### config.mk
export PLATFORM = sky130hd
export DESIGN_NAME = vga_frame_reader
export DESIGN_NICKNAME = d
export VERILOG_FILES = /design/src/rtl/vga_frame_reader.sv
export SDC_FILE = /design/constraint.sdc
export NUM_CORES = 1
export LEC_CHECK = 0
export BUFFER_PORTS_ARGS = -buffer_cell sky130_fd_sc_hd__buf_2
export CAP_MARGIN = 25
export CORE_ASPECT_RATIO = 1.2
export CORE_UTILIZATION = 35
export DETAILED_ROUTE_END_ITERATION = 6
export PLACE_DENSITY_LB_ADDON = 0.25
export SYNTH_ARGS = -nofsm -noshare
export SYNTH_HDL_FRONTEND = slang
export SYNTH_SLANG_ARGS = --single-unit
### constraint.sdc
create_clock -name clk -period 2.4 [get_ports clk]
set_clock_uncertainty 0.05 [all_clocks]
set_input_delay 0.36 -clock clk [delete_from_list [all_inputs] [get_ports clk]]
set_output_delay 0.36 -clock clk [all_outputs]
set_load 0.005 [all_outputs]
### src/rtl/vga_frame_reader.sv
// ---------------------------------------------------------------------------
// vga_frame_reader
// Read-side master for the 80x60 one-bit whiteboard frame buffer. Generates
// 640x480@60 Hz VGA timing from the 50 MHz clock using a divide-by-2 pixel
// enable. It drives the buffer read coordinates (one cell = 8x8 screen pixels)
// and consumes the buffer's registered pixel bit one clk later. It outputs
// aligned 4-bit RGB and active-low syncs, with an optional red cursor cell.
//
// Ports:
//   clk           50 MHz system clock
//   reset_n       asynchronous active-low reset
//   pixel_black   buffer read data (1 = black), valid 1 clk after read_x/y
//   cursor_x/y    cursor cell column/row
//   cursor_enable paint the cursor cell red
//   read_x/y      buffer read coordinates (127/63 outside the visible area)
//   vga_r/g/b     4-bit colour
//   vga_hs/vs     active-low syncs
//   frame_start   one-clk pulse with the first output pixel of each frame
// ---------------------------------------------------------------------------
module vga_frame_reader #(
    parameter int H_VISIBLE  = 640,
    parameter int H_FRONT    = 16,
    parameter int H_SYNC     = 96,
    parameter int H_BACK     = 48,
    parameter int V_VISIBLE  = 480,
    parameter int V_FRONT    = 10,
    parameter int V_SYNC     = 2,
    parameter int V_BACK     = 33,
    parameter int CELL_SHIFT = 3
) (
    input  logic       clk,
    input  logic       reset_n,
    input  logic       pixel_black,
    input  logic [6:0] cursor_x,
    input  logic [5:0] cursor_y,
    input  logic       cursor_enable,
    output logic [6:0] read_x,
    output logic [5:0] read_y,
    output logic [3:0] vga_r,
    output logic [3:0] vga_g,
    output logic [3:0] vga_b,
    output logic       vga_hs,
    output logic       vga_vs,
    output logic       frame_start
);

    localparam logic [9:0] H_LAST     = 10'(H_VISIBLE + H_FRONT + H_SYNC + H_BACK - 1);
    localparam logic [9:0] V_LAST     = 10'(V_VISIBLE + V_FRONT + V_SYNC + V_BACK - 1);
    localparam logic [9:0] H_VIS      = 10'(H_VISIBLE);
    localparam logic [9:0] V_VIS      = 10'(V_VISIBLE);
    localparam logic [9:0] HS_START   = 10'(H_VISIBLE + H_FRONT);
    localparam logic [9:0] HS_END     = 10'(H_VISIBLE + H_FRONT + H_SYNC);
    localparam logic [9:0] VS_START   = 10'(V_VISIBLE + V_FRONT);
    localparam logic [9:0] VS_END     = 10'(V_VISIBLE + V_FRONT + V_SYNC);

    logic       pix_en_r;
    logic [9:0] h_count_r;
    logic [9:0] v_count_r;

    // stage A: coordinates and per-pixel attributes, registered every clk
    logic       vis_s, hs_s, vs_s, hit_s, first_s;
    logic [6:0] rx_s;
    logic [5:0] ry_s;
    logic [6:0] read_x_r;
    logic [5:0] read_y_r;
    logic       vis_a_r, hs_a_r, vs_a_r, hit_a_r, first_a_r;

    // one-clk delay so the attributes line up with the buffer's registered data
    logic       vis_d_r, hs_d_r, vs_d_r, hit_d_r, first_d_r;

    // stage B: output registers
    logic [11:0] rgb_s;
    logic [11:0] rgb_r;
    logic        hs_r, vs_r, frame_start_r;

    // Pixel enable and the horizontal/vertical raster counters.
    always_ff @(posedge clk or negedge reset_n) begin
        if (!reset_n) begin
            pix_en_r  <= 1'b0;
            h_count_r <= 10'd0;
            v_count_r <= 10'd0;
        end else begin
            pix_en_r <= ~pix_en_r;
            if (pix_en_r) begin
                if (h_count_r == H_LAST) begin
                    h_count_r <= 10'd0;
                    if (v_count_r == V_LAST) begin
                        v_count_r <= 10'd0;
                    end else begin
                        v_count_r <= v_count_r + 10'd1;
                    end
                end else begin
                    h_count_r <= h_count_r + 10'd1;
                end
            end else begin
                h_count_r <= h_count_r;
                v_count_r <= v_count_r;
            end
        end
    end

    // Decode of the current raster position into stage-A attributes.
    always_comb begin
        vis_s   = (h_count_r < H_VIS) && (v_count_r < V_VIS);
        hs_s    = ~((h_count_r >= HS_START) && (h_count_r < HS_END));
        vs_s    = ~((v_count_r >= VS_START) && (v_count_r < VS_END));
        first_s = (h_count_r == 10'd0) && (v_count_r == 10'd0);
        if (vis_s) begin
            rx_s = 7'(h_count_r >> CELL_SHIFT);
            ry_s = 6'(v_count_r >> CELL_SHIFT);
        end else begin
            rx_s = 7'd127;
            ry_s = 6'd63;
        end
        // out-of-range cursor values cannot equal a visible cell coordinate
        hit_s = cursor_enable && vis_s && (rx_s == cursor_x) && (ry_s == cursor_y);
    end

    // Stage-A registers plus the alignment delay, both updated every clk.
    always_ff @(posedge clk or negedge reset_n) begin
        if (!reset_n) begin
            read_x_r  <= 7'd127;
            read_y_r  <= 6'd63;
            vis_a_r   <= 1'b0;
            hs_a_r    <= 1'b1;
            vs_a_r    <= 1'b1;
            hit_a_r   <= 1'b0;
            first_a_r <= 1'b0;
            vis_d_r   <= 1'b0;
            hs_d_r    <= 1'b1;
            vs_d_r    <= 1'b1;
            hit_d_r   <= 1'b0;
            first_d_r <= 1'b0;
        end else begin
            read_x_r  <= rx_s;
            read_y_r  <= ry_s;
            vis_a_r   <= vis_s;
            hs_a_r    <= hs_s;
            vs_a_r    <= vs_s;
            hit_a_r   <= hit_s;
            first_a_r <= first_s;
            vis_d_r   <= vis_a_r;
            hs_d_r    <= hs_a_r;
            vs_d_r    <= vs_a_r;
            hit_d_r   <= hit_a_r;
            first_d_r <= first_a_r;
        end
    end

    // Colour selection: blanking, then cursor, then buffer data.
    always_comb begin
        rgb_s = 12'h000;
        if (!vis_d_r) begin
            rgb_s = 12'h000;
        end else if (hit_d_r) begin
            rgb_s = 12'hF00;
        end else if (pixel_black) begin
            rgb_s = 12'h000;
        end else begin
            rgb_s = 12'hFFF;
        end
    end

    // Stage-B output registers, loaded once per pixel period.
    always_ff @(posedge clk or negedge reset_n) begin
        if (!reset_n) begin
            rgb_r         <= 12'h000;
            hs_r          <= 1'b1;
            vs_r          <= 1'b1;
            frame_start_r <= 1'b0;
        end else if (pix_en_r) begin
            rgb_r         <= rgb_s;
            hs_r          <= hs_d_r;
            vs_r          <= vs_d_r;
            frame_start_r <= first_d_r;
        end else begin
            rgb_r         <= rgb_r;
            hs_r          <= hs_r;
            vs_r          <= vs_r;
            frame_start_r <= 1'b0;
        end
    end

    assign read_x      = read_x_r;
    assign read_y      = read_y_r;
    assign vga_r       = rgb_r[11:8];
    assign vga_g       = rgb_r[7:4];
    assign vga_b       = rgb_r[3:0];
    assign vga_hs      = hs_r;
    assign vga_vs      = vs_r;
    assign frame_start = frame_start_r;

endmodule
# Word level (Yosys, flattened, before mapping)
# Cells that the tools add are included.
dict set report word_totals {
  ff_bits 59
  in_bits 17
  output_inout_bits 28
  elab_cells 52
}
dict set report op_classes {
  add_sub_neg 2
  magnitude_cmp 6
  n_eq_ne 4
  mux 8
  n_bitwise 3
  reduce_logical 10
}
# op n
set ops {}
lappend ops {{two-way mux 12 bit} 3}
lappend ops {{adder 10 x 1 -> 10 bit, second input constant} 2}
lappend ops {{== test 10 bit, second input constant} 2}
lappend ops {{zero test 10 bit} 2}
lappend ops {{less-than comparator 10 bit, second input constant} 2}
lappend ops {{less-than comparator 10 x 9 -> 1 bit, second input constant} 2}
lappend ops {{two-way mux 10 bit} 2}
lappend ops {{>= comparator 10 bit, second input constant} 1}
lappend ops {{>= comparator 10 x 9 -> 1 bit, second input constant} 1}
lappend ops {{== test 7 bit} 1}
lappend ops {{logical AND 1 bit} 7}
lappend ops {{two-way mux 7 bit} 1}
lappend ops {{== test 6 bit} 1}
lappend ops {{two-way mux 6 bit} 1}
lappend ops {{inverter 1 bit} 3}
lappend ops {{AND reduction 2 bit} 1}
lappend ops {{two-way mux 1 bit} 1}

# Logic depth before layout (Yosys ltp)
# Gate-level depths: netlist of the first run.
dict set report depth {
  word_depth 6
  depth_mapped 6
}

# Worst setup path before layout of the first run
# OpenSTA, ideal clock, no wires.
dict set report synth_path {
  path_kind {register to register}
  from {register h_count_r[0]}
  to {register v_count_r[9]}
  t_arrival_ns 1.768
  required_time_ns 2.271
  path_slack_ns 0.502
  path_stages_with_launch 7
  cell_sequence {dfrtp_1 ha_1 nand4_2 or4b_1 buf_2 nor4_2 mux2i_1}
}
dict set report synth_via {
  elab_chain_cells 2
}
# item line
set synth_rtl {}
lappend synth_rtl {{start: declaration} 57} ;# logic [9:0] h_count_r;
lappend synth_rtl {{start signal: assignment} 93} ;# h_count_r <= h_count_r + 10'd1;
lappend synth_rtl {{start signal: assignment} 96} ;# h_count_r <= h_count_r;
lappend synth_rtl {{== test 10 bit} 85} ;# if (h_count_r == H_LAST) begin
lappend synth_rtl {{AND reduction 2 bit (no line)} --}
lappend synth_rtl {{end signal: assignment} 90} ;# v_count_r <= v_count_r + 10'd1;
lappend synth_rtl {{end signal: assignment} 97} ;# v_count_r <= v_count_r;
lappend synth_rtl {{end: declaration} 58} ;# logic [9:0] v_count_r;
# Every way passes these cells.
# A chain may end at the register's enable or synchronous reset.

# Final worst setup path of the first run
dict set report layout_path {
  from {register h_count_r[3]}
  to {register v_count_r[9]}
}
# Same word-level chain as after synthesis.

==> results of run 1 <==
## power by group through the flow
stage	clock (mW)	combinational, mW	sequential, mW
2_1_floorplan	0	0.0275	0.846
3_3_place_gp	0	0.0654	0.845
3_5_place_dp	0	0.0654	0.846
4_1_cts	0.533	0.0669	0.831
5_1_grt	0.569	0.0727	0.831
6_report	0.515	0.0644	0.831
## final cells by class
cell class                      count  share of cell area, %
Clock inverter                      2                  0.507
Timing Repair Buffer               56                   12.0
Inverter                           11                   1.52
Clock buffer                        6                   3.04
Sequential cell                    49                   46.0
Multi-Input combinational cell    131                   33.0
Tap cell                           85                   3.92
## flip-flops by register name (all words and copies together), names as in the netlist
signal,count
hit_d_r,1
h_count_r,10
frame_start,1
vs_a_r,1
hs_a_r,1
pix_en_r,1
v_count_r,10
vga_vs,1
first_a_r,1
read_x,7
vis_a_r,1
hit_a_r,1
first_d_r,1
vs_d_r,1
rgb_r,2
vga_hs,1
hs_d_r,1
read_y,6
vis_d_r,1
## cell families (layout without fill, tap and decap cells)
kind of cell | Yosys count | in the layout | share of synthesized area (%)
adder cells (fa/ha/maj) | 4 | 4 | 2.14
AND/OR/NAND/NOR | 75 | 75 | 19.3
XOR/XNOR | 23 | 23 | 8.61
flip-flops | 49 | 49 | 53.5
multiplexers | 4 | 4 | 1.82
buffers and inverters | 36 | 75 | 8.19
AO/OA/AOI/OAI | 25 | 25 | 6.47
## worst max path at each step
stage                             start                        to  slack [ns]  cells past startpoint
6_report       h_count_r[3]$_DFFE_PN0P_  v_count_r[9]$_DFFE_PN0P_        0.28                      4
3_3_place_gp   h_count_r[0]$_DFFE_PN0P_  v_count_r[9]$_DFFE_PN0P_        0.36                      5
2_1_floorplan  h_count_r[0]$_DFFE_PN0P_  v_count_r[9]$_DFFE_PN0P_        0.50                      6
5_1_grt        h_count_r[3]$_DFFE_PN0P_  v_count_r[9]$_DFFE_PN0P_         0.1                      4
4_1_cts        h_count_r[3]$_DFFE_PN0P_  v_count_r[9]$_DFFE_PN0P_        0.28                      4
3_5_place_dp   h_count_r[3]$_DFFE_PN0P_  v_count_r[9]$_DFFE_PN0P_        0.29                      4
## metrics by stage
| stage | hold slack (ns) | area (sq um) | worst slack, ns |
|---|---|---|---|
| global route | 0.208 | 2720 | 0.0961 |
| finish | 0.223 | 2720 | 0.279 |
| detailed placement | 0.287 | 2610 | 0.294 |
| CTS | 0.216 | 2720 | 0.279 |
| floorplan | 0.0144 | 2340 | 0.502 |
| global placement | 0.284 | 2610 | 0.359 |
## placed cells by master (no fill, tap or decap), types with 2 or more instances in the layout
cell type and instances:
buf_2 44, dfrtp_1 30, dfstp_2 19, xnor2_1 17
inv_1 11, o21ai_0 11, nand2_1 11, nand3_1 11
or2_2 10, nor2_1 10, buf_4 10, xor2_1 6
clkbuf_8 6, nand4_1 5, a21oi_1 4, nor4_1 4
and4_1 4, and3_1 4, ha_1 4, nand2b_1 2
and4b_1 2, or4_1 2, nor4b_1 2, or3_1 2
mux2i_1 2, mux2_2 2, a31oi_1 2
## worst register-to-register path, cell delays in order, from the launching register on
cell and delay, ns:
dfrtp_1 0.56, nand4_2 0.23, or4b_1 0.70, nor4_2 0.30, mux2i_1 0.21
## routing by layer
layer  GRT usage, %  up-vias
met5              0        -
met4           6.25        0
met3           2.91        6
met2           23.8       43
met1           19.3      782
li1               -      810
## timing repair
item,in CTS,in global routing
hold endpoints to repair,5,0
hold buffers,1,0
gates resized for setup,0,0
==> reports/qor.csv, run 1 <==
metric,value,unit
clockPowerShare,36.5,%
worstSetupStartpointType,flip-flop,
cts_tree,yes,
p_int,1.09,mW
grt_pass1_wl,7960,microns
critical-path-slowest-cell,or4b_1,
max_stage_delay,0.69,ns
start_util,36.3,%
nets,275,
ioPinCount,45,
num_vias,1641,
r2r_start,h_count_r[3]$_DFFE_PN0P_,
wire_per_inst,13.9,microns
power.density,519,nW/um^2
cts_buffers,5,
die_area,7010,sq um
diodes,0,
cts_root_buf,clkbuf_8,
fin_cells,340,
layout-area-overhead-vs-synth,16.2,%
ant_nets,0,
endpoint_kind,flip-flop,
grt_max_degree,27,
ys_top_cells_by_area,"dfrtp_1 (32%), dfstp_2 (21%), xnor2_1 (6.4%), buf_4 (3.9%), or2_2 (2.7%)",
combPwrFrac,4.6,%
tns,0,ns
min_from,pixel_black,
p_leak,1.25,nW
path_class,reg -> reg,
ys_ff_latch,49,
io_buffers,44,
grt_overflow,0,
drc,0,
drt-pass1-iter-count,4,
syn_avg_cell_area,10.8,sq um
fmax,472,MHz
die_w,76.6,microns
antenna_found_initial,0,
multi_input_comb_area,897,sq um
status,"finished, final reports clean",
worst_slew_pin_slew,0.566,ns
power_frac_seq,58.9,%
nFillCells,641,
setup_viol,0,
rsz0062_at_grt,no,
required,2.58,ns
drtIter0Drc,59,
relSlewSlack,62.3,%
layout-drive-gt1-share,38.4,%
yosys-top-cells-count,"dfrtp_1 (30), dfstp_2 (19), xnor2_1 (17)",
syn-instance-count,216,
grt_use_total,14.8,%
drt-vias-per-instance,4.83,
cap_viol_max_count,0,
clkTransAtPathRegs,0.09,ns
worstSkewPairLatency,0.31,ns
cts.sinks,49,
hp-class,in -> reg,
postRouteWirelength,4730,microns
die_height,91.5,microns
crit_family,simple AND/OR/NAND/NOR gates,
yosysTopAreaCell,dfrtp_1,
r2r_slack,0.28,ns
top_layer_used,met4,
dpl.hpwl,3500,microns
p_switching,0.317,mW
m1WireLength,2170,microns
cp_num_buf_inv,0,
synthFlopType,dfrtp_1,
wl_met3,161,microns
synth.yosys.seq_area_share,53.5,%
final_core_util,42.1,%
gp_congestion,0.835,
met2_wirelength,2340,microns
netlist_area,2340,sq um
drv_slew,0,
synthDistinctLibCells,42,
finalHoldViolCount,0,
async_flop_share,100,%
post_cts_buffers,0,
synth_nets,237,
synth_enable_flop_cells,0,
vdd_ir_drop_max,0.000182,V
hold_end,rgb_r[7]$_DFFE_PN0P_,
total_power,1.41,mW
post-synth-top-count-cell,dfrtp_1,
timing.rr.end,v_count_r[9]$_DFFE_PN0P_,
period_needed,2.12,ns
htreeDepth,2,
critical_path.max_fanout,10,
p_sw_share,22.5,%
ctsLongestPathBuffers,2,
yosysTopAreaCellShare,32.1,%
worstPathCellList,nand4_2 -> or4b_1 -> nor4_2 -> mux2i_1,
min_path_cells,2,
rows,32,
grt_pass1_vias,1598,
ys_warn_count,0,
core_area,6450,sq um
r2r_cells,4,
regArea,1250,sq um
min_period_over_period,88.4,%
cp.arrival,2.30,ns
dp.cells,331,
(Power assumes the default switching activity.)
==> inputs of run 2 (changes only) <==
- SETUP_SLACK_MARGIN: not set -> 0.3
==> reports/qor.csv, run 2 (synthesis results as in run 1) <==
metric,value,unit,change
diodes,0,,unchanged
final_cell_mix,"buf_2 (44), dfrtp_1 (29), dfstp_2 (19)",,
total_power,1.41,mW,about the same
layout-area-overhead-vs-synth,17.5,%,
die_w,76.6,microns,unchanged
r2r_slack,0.41,ns,+0.13 ns
start_util,36.3,%,unchanged
required,2.58,ns,about the same
timing.rr.end,v_count_r[9]$_DFFE_PN0P_,,
cts_buffers,5,,unchanged
status,"finished, final reports clean",,
critical-path-slowest-cell,or4b_4,,
layout_commonest_cell,buf_2,,
tns,0,ns,unchanged
ctsLongestPathBuffers,2,,unchanged
fmax,502,MHz,+6.5%
wire_per_inst,14.2,microns,+1.9%
finalHoldViolCount,0,,unchanged
cap_viol_max_count,0,,unchanged
rsz0062_at_grt,no,,
final_core_util,42.6,%,+0.49 points
io_buffers,44,,unchanged
r2r_cells,5,,+1
r2r_start,h_count_r[0]$_DFFE_PN0P_,,
layout-drive-gt1-share,39.8,%,+1.4 points
critical_path.max_fanout,7,,-3
gp_congestion,0.835,,unchanged
cts_tree,yes,,
grt_pass1_wl,7960,microns,unchanged
vdd_ir_drop_max,0.000182,V,-0.10%
endpoint_kind,flip-flop,,
max_stage_delay,0.60,ns,-0.09 ns
post_cts_buffers,0,,unchanged
cp-endpoint,v_count_r[9]$_DFFE_PN0P_,,
setup.worst_path.start,h_count_r[0]$_DFFE_PN0P_,,
setup_viol,0,,unchanged
worstSkewPairLatency,0.31,ns,about the same
dpl.hpwl,3500,microns,unchanged
worstPathCellList,ha_1 -> nand4_4 -> or4b_4 -> nor4_2 -> mux2i_1,,
drtIter0Drc,63,,+6.8%
min_period_over_period,82.9,%,-5.4 points
relSlewSlack,62.3,%,about the same
period_needed,1.99,ns,-0.130 ns
die_area,7010,sq um,unchanged
drc,0,,unchanged
grt_pass1_vias,1597,,-0.063%
power.density,514,nW/um^2,-1.0%
cp.arrival,2.18,ns,-0.12 ns
num_vias,1652,,+0.67%
worstSetupStartpointType,flip-flop,,
nets,276,,+0.36%
drv_slew,0,,unchanged
ant_nets,0,,unchanged
cts_root_buf,clkbuf_8,,
grt_use_total,14.8,%,-0.022 points
worst_slew_pin_slew,0.565,ns,-0.000415 ns
antenna_found_initial,0,,unchanged
hp-class,in -> reg,,
drt-vias-per-instance,4.84,,+0.38%
htreeDepth,2,,unchanged
core_area,6450,sq um,unchanged
clkTransAtPathRegs,0.09,ns,about the same
die_height,91.5,microns,unchanged
path_class,reg -> reg,,
grt_overflow,0,,unchanged
grt_max_degree,27,,unchanged
cts.sinks,49,,unchanged
ioPinCount,45,,unchanged
rows,32,,unchanged
p_leak,1.25,nW,+0.24%
postRouteWirelength,4840,microns,+2.2%
drt-pass1-iter-count,5,,+1
-- run 2: cell count changes in the layout (fill, tap and decap cells not counted), sizes merged --
| cell | previous run | this run |
|---|---|---|
| or4b | 1 | 2 |
-- run 2: worst min path at each step --
| stage | start | endpoint | cells past startpoint |
|---|---|---|---|
| detailed placement | hit_a_r$_DFF_PN0_ | hit_d_r$_DFF_PN0_ | 0 |
| CTS | pixel_black | rgb_r[7]$_DFFE_PN0P_ | 2 |
| global route | pixel_black | rgb_r[7]$_DFFE_PN0P_ | 2 |
| global placement | vis_a_r$_DFF_PN0_ | vis_d_r$_DFF_PN0_ | 0 |
| floorplan | reset_n | first_a_r$_DFF_PN0_ | 0 |
| finish | pixel_black | rgb_r[7]$_DFFE_PN0P_ | 2 |
-- run 2: routing by layer --
layer | share of wire [%] | global-route usage, % | wire [microns] | vias up
met2 | 50 | 23.9 | 2400 | 51
li1 | - | - | - | 814
met1 | 45 | 19.2 | 2180 | 779
met4 | 1.5 | 6.25 | 72 | 0
met3 | 3.9 | 2.91 | 191 | 8
met5 | 0 | 0 | 0 | -
-- run 2: stage by stage --
stage	std cells	cell area (sq um)	hold slack [ns]	setup slack [ns]
floorplan	216	2340	0.0144	0.502
global placement	331	2610	0.284	0.359
detailed placement	331	2610	0.287	0.294
CTS	340	2720	0.216	0.406
global route	341	2750	0.208	0.309
finish	341	2750	0.220	0.410
-- run 2: layout make-up --
| class | count | area [sq um] |
|---|---|---|
| Sequential cell | 49 | 1250 |
| Tap cell | 85 | 106 |
| Inverter | 11 | 41.3 |
| Fill cell | 640 | 3700 |
| Clock inverter | 2 | 13.8 |
| Timing Repair Buffer | 56 | 325 |
| Clock buffer | 6 | 82.6 |
| Multi-Input combinational cell | 132 | 927 |
-- run 2: what timing repair did --
action | in CTS | in global routing
endpoints found under the setup margin | 1 | 2
hold endpoints to repair | 5 | 0
pin swaps | 0 | 1
hold buffers | 1 | 0
resized for setup | 2 | 2
gates cloned | 0 | 1
-- run 2: critical path, delay by kind of cell (launching register included) --
kind | cells | cell delay, ns
adder cells (fa/ha/maj) | 1 | 0.23
AND/OR/NAND/NOR | 3 | 1.02
multiplexers | 1 | 0.21
flip-flops | 1 | 0.40
-- run 2: where the power goes --
group          switching [mW]  internal [mW]
Clock                   0.282          0.234
Sequential            0.00215          0.828
Combinational          0.0340         0.0304
Total                   0.319           1.09
==> inputs of run 3 (changes only) <==
- clock period: 2.4 -> 1.64 ns (I/O delays scaled with it)
==> reports/qor.csv, run 3 (synthesis results as in run 1) <==
metric,value,unit,change
antenna_found_initial,0,,unchanged
min_period_over_period,108,%,+25 points
worstSetupStartpointType,flip-flop,,
period_needed,1.77,ns,-0.220 ns
die_w,76.6,microns,unchanged
diodes,0,,unchanged
grtUsageMet2,27.6,%,+3.7 points
failed_checks,setup timing,,
final_area,3400,sq um,+24%
vdd_ir_drop_max,0.000383,V,+110%
grt_max_degree,50,,+85%
cts_root_buf,clkbuf_8,,
ioPinCount,45,,unchanged
postRouteWirelength,5420,microns,+12%
finalHoldViolCount,0,,unchanged
cts.sinks,49,,unchanged
cap_viol_max_count,0,,unchanged
final_cell_mix,"buf_2 (44), buf_4 (32), dfrtp_1 (29)",,
io_buffers,44,,unchanged
grt_busiest_layer,met2,,
drtIter0Drc,80,,+27%
critical_path.max_fanout,4,,-3
dpl.hpwl,3590,microns,+2.6%
drt-pass1-iter-count,4,,-1
setup_viol,12,,+12
grt_pass1_vias,1758,,+10%
wire_per_inst,14.3,microns,+0.46%
ctsLongestPathBuffers,2,,unchanged
core_area,6450,sq um,unchanged
path_class,reg -> reg,,
fmax,565,MHz,+12%
relSlewSlack,76.4,%,+14 points
cp.arrival,1.94,ns,-0.24 ns
placed_area,2810,sq um,+7.6%
rows,32,,unchanged
die_area,7010,sq um,unchanged
met3_usage,3.62,%,+0.70 points
layout-area-overhead-vs-synth,45.4,%,
drv_slew,0,,unchanged
gp_congestion,0.768,,-8.0%
grt_overflow,0,,unchanged
htreeDepth,2,,unchanged
fin_ws,-0.130,ns,-0.540 ns
clkTransAtPathRegs,0.09,ns,about the same
worstSkewPairLatency,0.30,ns,about the same
layout-drive-gt1-share,56.3,%,+16 points
p_leak,1.61,nW,+29%
start_util,36.3,%,unchanged
grt_pass1_wl,8650,microns,+8.7%
drt-vias-per-instance,4.91,,+1.3%
required,1.81,ns,-0.77 ns
dp_slack,-0.182,ns,-0.476 ns
num_vias,1864,,+13%
endpoint_kind,flip-flop,,
ant_nets,0,,unchanged
cts_tree,yes,,
grt.met1_usage,20.0,%,+0.83 points
layout_commonest_cell,buf_2,,
power.density,653,nW/um^2,+27%
rsz0062_at_grt,yes,,
cts_buffers,5,,unchanged
nets,315,,+14%
die_height,91.5,microns,unchanged
worst_slew_pin_slew,0.352,ns,-0.213 ns
hold_slack,0.104,ns,-0.116 ns
hp-class,in -> reg,,
status,"complete, but fails checks",,
drc,0,,unchanged
grt_use_total,16.1,%,+1.3 points
==> run 3: worst paths after layout <==
check / startpoint / to / slack (ns) / cells after the start
worst max register to register: h_count_r[5]$_DFFE_PN0P_ / v_count_r[7]$_DFFE_PN0P_ / -0.13 / 5
max in group asynchronous: reset_n / read_y[2]$_DFF_PN1_ / 0.85 / 3
min in group asynchronous: reset_n / vis_a_r$_DFF_PN0_ / 0.41 / 3
worst max-delay path: h_count_r[5]$_DFFE_PN0P_ / v_count_r[7]$_DFFE_PN0P_ / -0.13 / 5
worst min register to register: vis_a_r$_DFF_PN0_ / vis_d_r$_DFF_PN0_ / 0.31 / 0
worst min-delay path: pixel_black / rgb_r[7]$_DFFE_PN0P_ / 0.10 / 2
==> run 3: power breakdown <==
group          leakage (nW)  switching (mW)  internal (mW)  total, mW
logic                 0.964          0.0541         0.0515      0.106
clock network        0.0574           0.403          0.496      0.899
registers             0.586         0.00308           1.21       1.22
==> run 3: per-stage QoR <==
stage | std cells | power (mW) | TNS [ns] | utilization [%]
global placement | 352 | 1.33 | -0.846 | 43.6
floorplan | 216 | 1.28 | -0.784 | -
global route | 380 | 2.29 | -2.02 | 52.7
CTS | 371 | 2.24 | -0.766 | 50.3
detailed placement | 352 | 1.33 | -1.12 | 43.6
finish | 380 | 2.22 | -0.982 | 52.7
==> run 3: cell type report <==
| cell class | count | area [sq um] |
|---|---|---|
| Clock buffer | 6 | 82.6 |
| Timing Repair Buffer | 96 | 702 |
| Fill cell | 581 | 3050 |
| Clock inverter | 2 | 37.5 |
| Tap cell | 85 | 106 |
| Multi-Input combinational cell | 131 | 1180 |
| Sequential cell | 49 | 1250 |
| Inverter | 11 | 41.3 |
==> run 3: repair_timing <==
action,4_1_cts,5_1_grt
hold buffers,1,0
gates cloned,1,0
resized for setup,57,18
endpoints found under the hold margin,30,0
pin swaps,23,8
buffers inserted,9,9
setup endpoints to repair,30,31
==> run 3: metal layers <==
layer / share of wire [%] / up-vias
met5: 0 / -
li1: - / 880
met1: 44 / 923
met2: 51 / 57
met4: 0.94 / 0
met3: 4.0 / 4
==> run 3: critical path: stages (launching register included) <==
cell and delay, ns:
dfrtp_1 0.38, and4b_1 0.31, or4b_4 0.53, buf_6 0.15, nor3_4 0.12, xor2_1 0.17
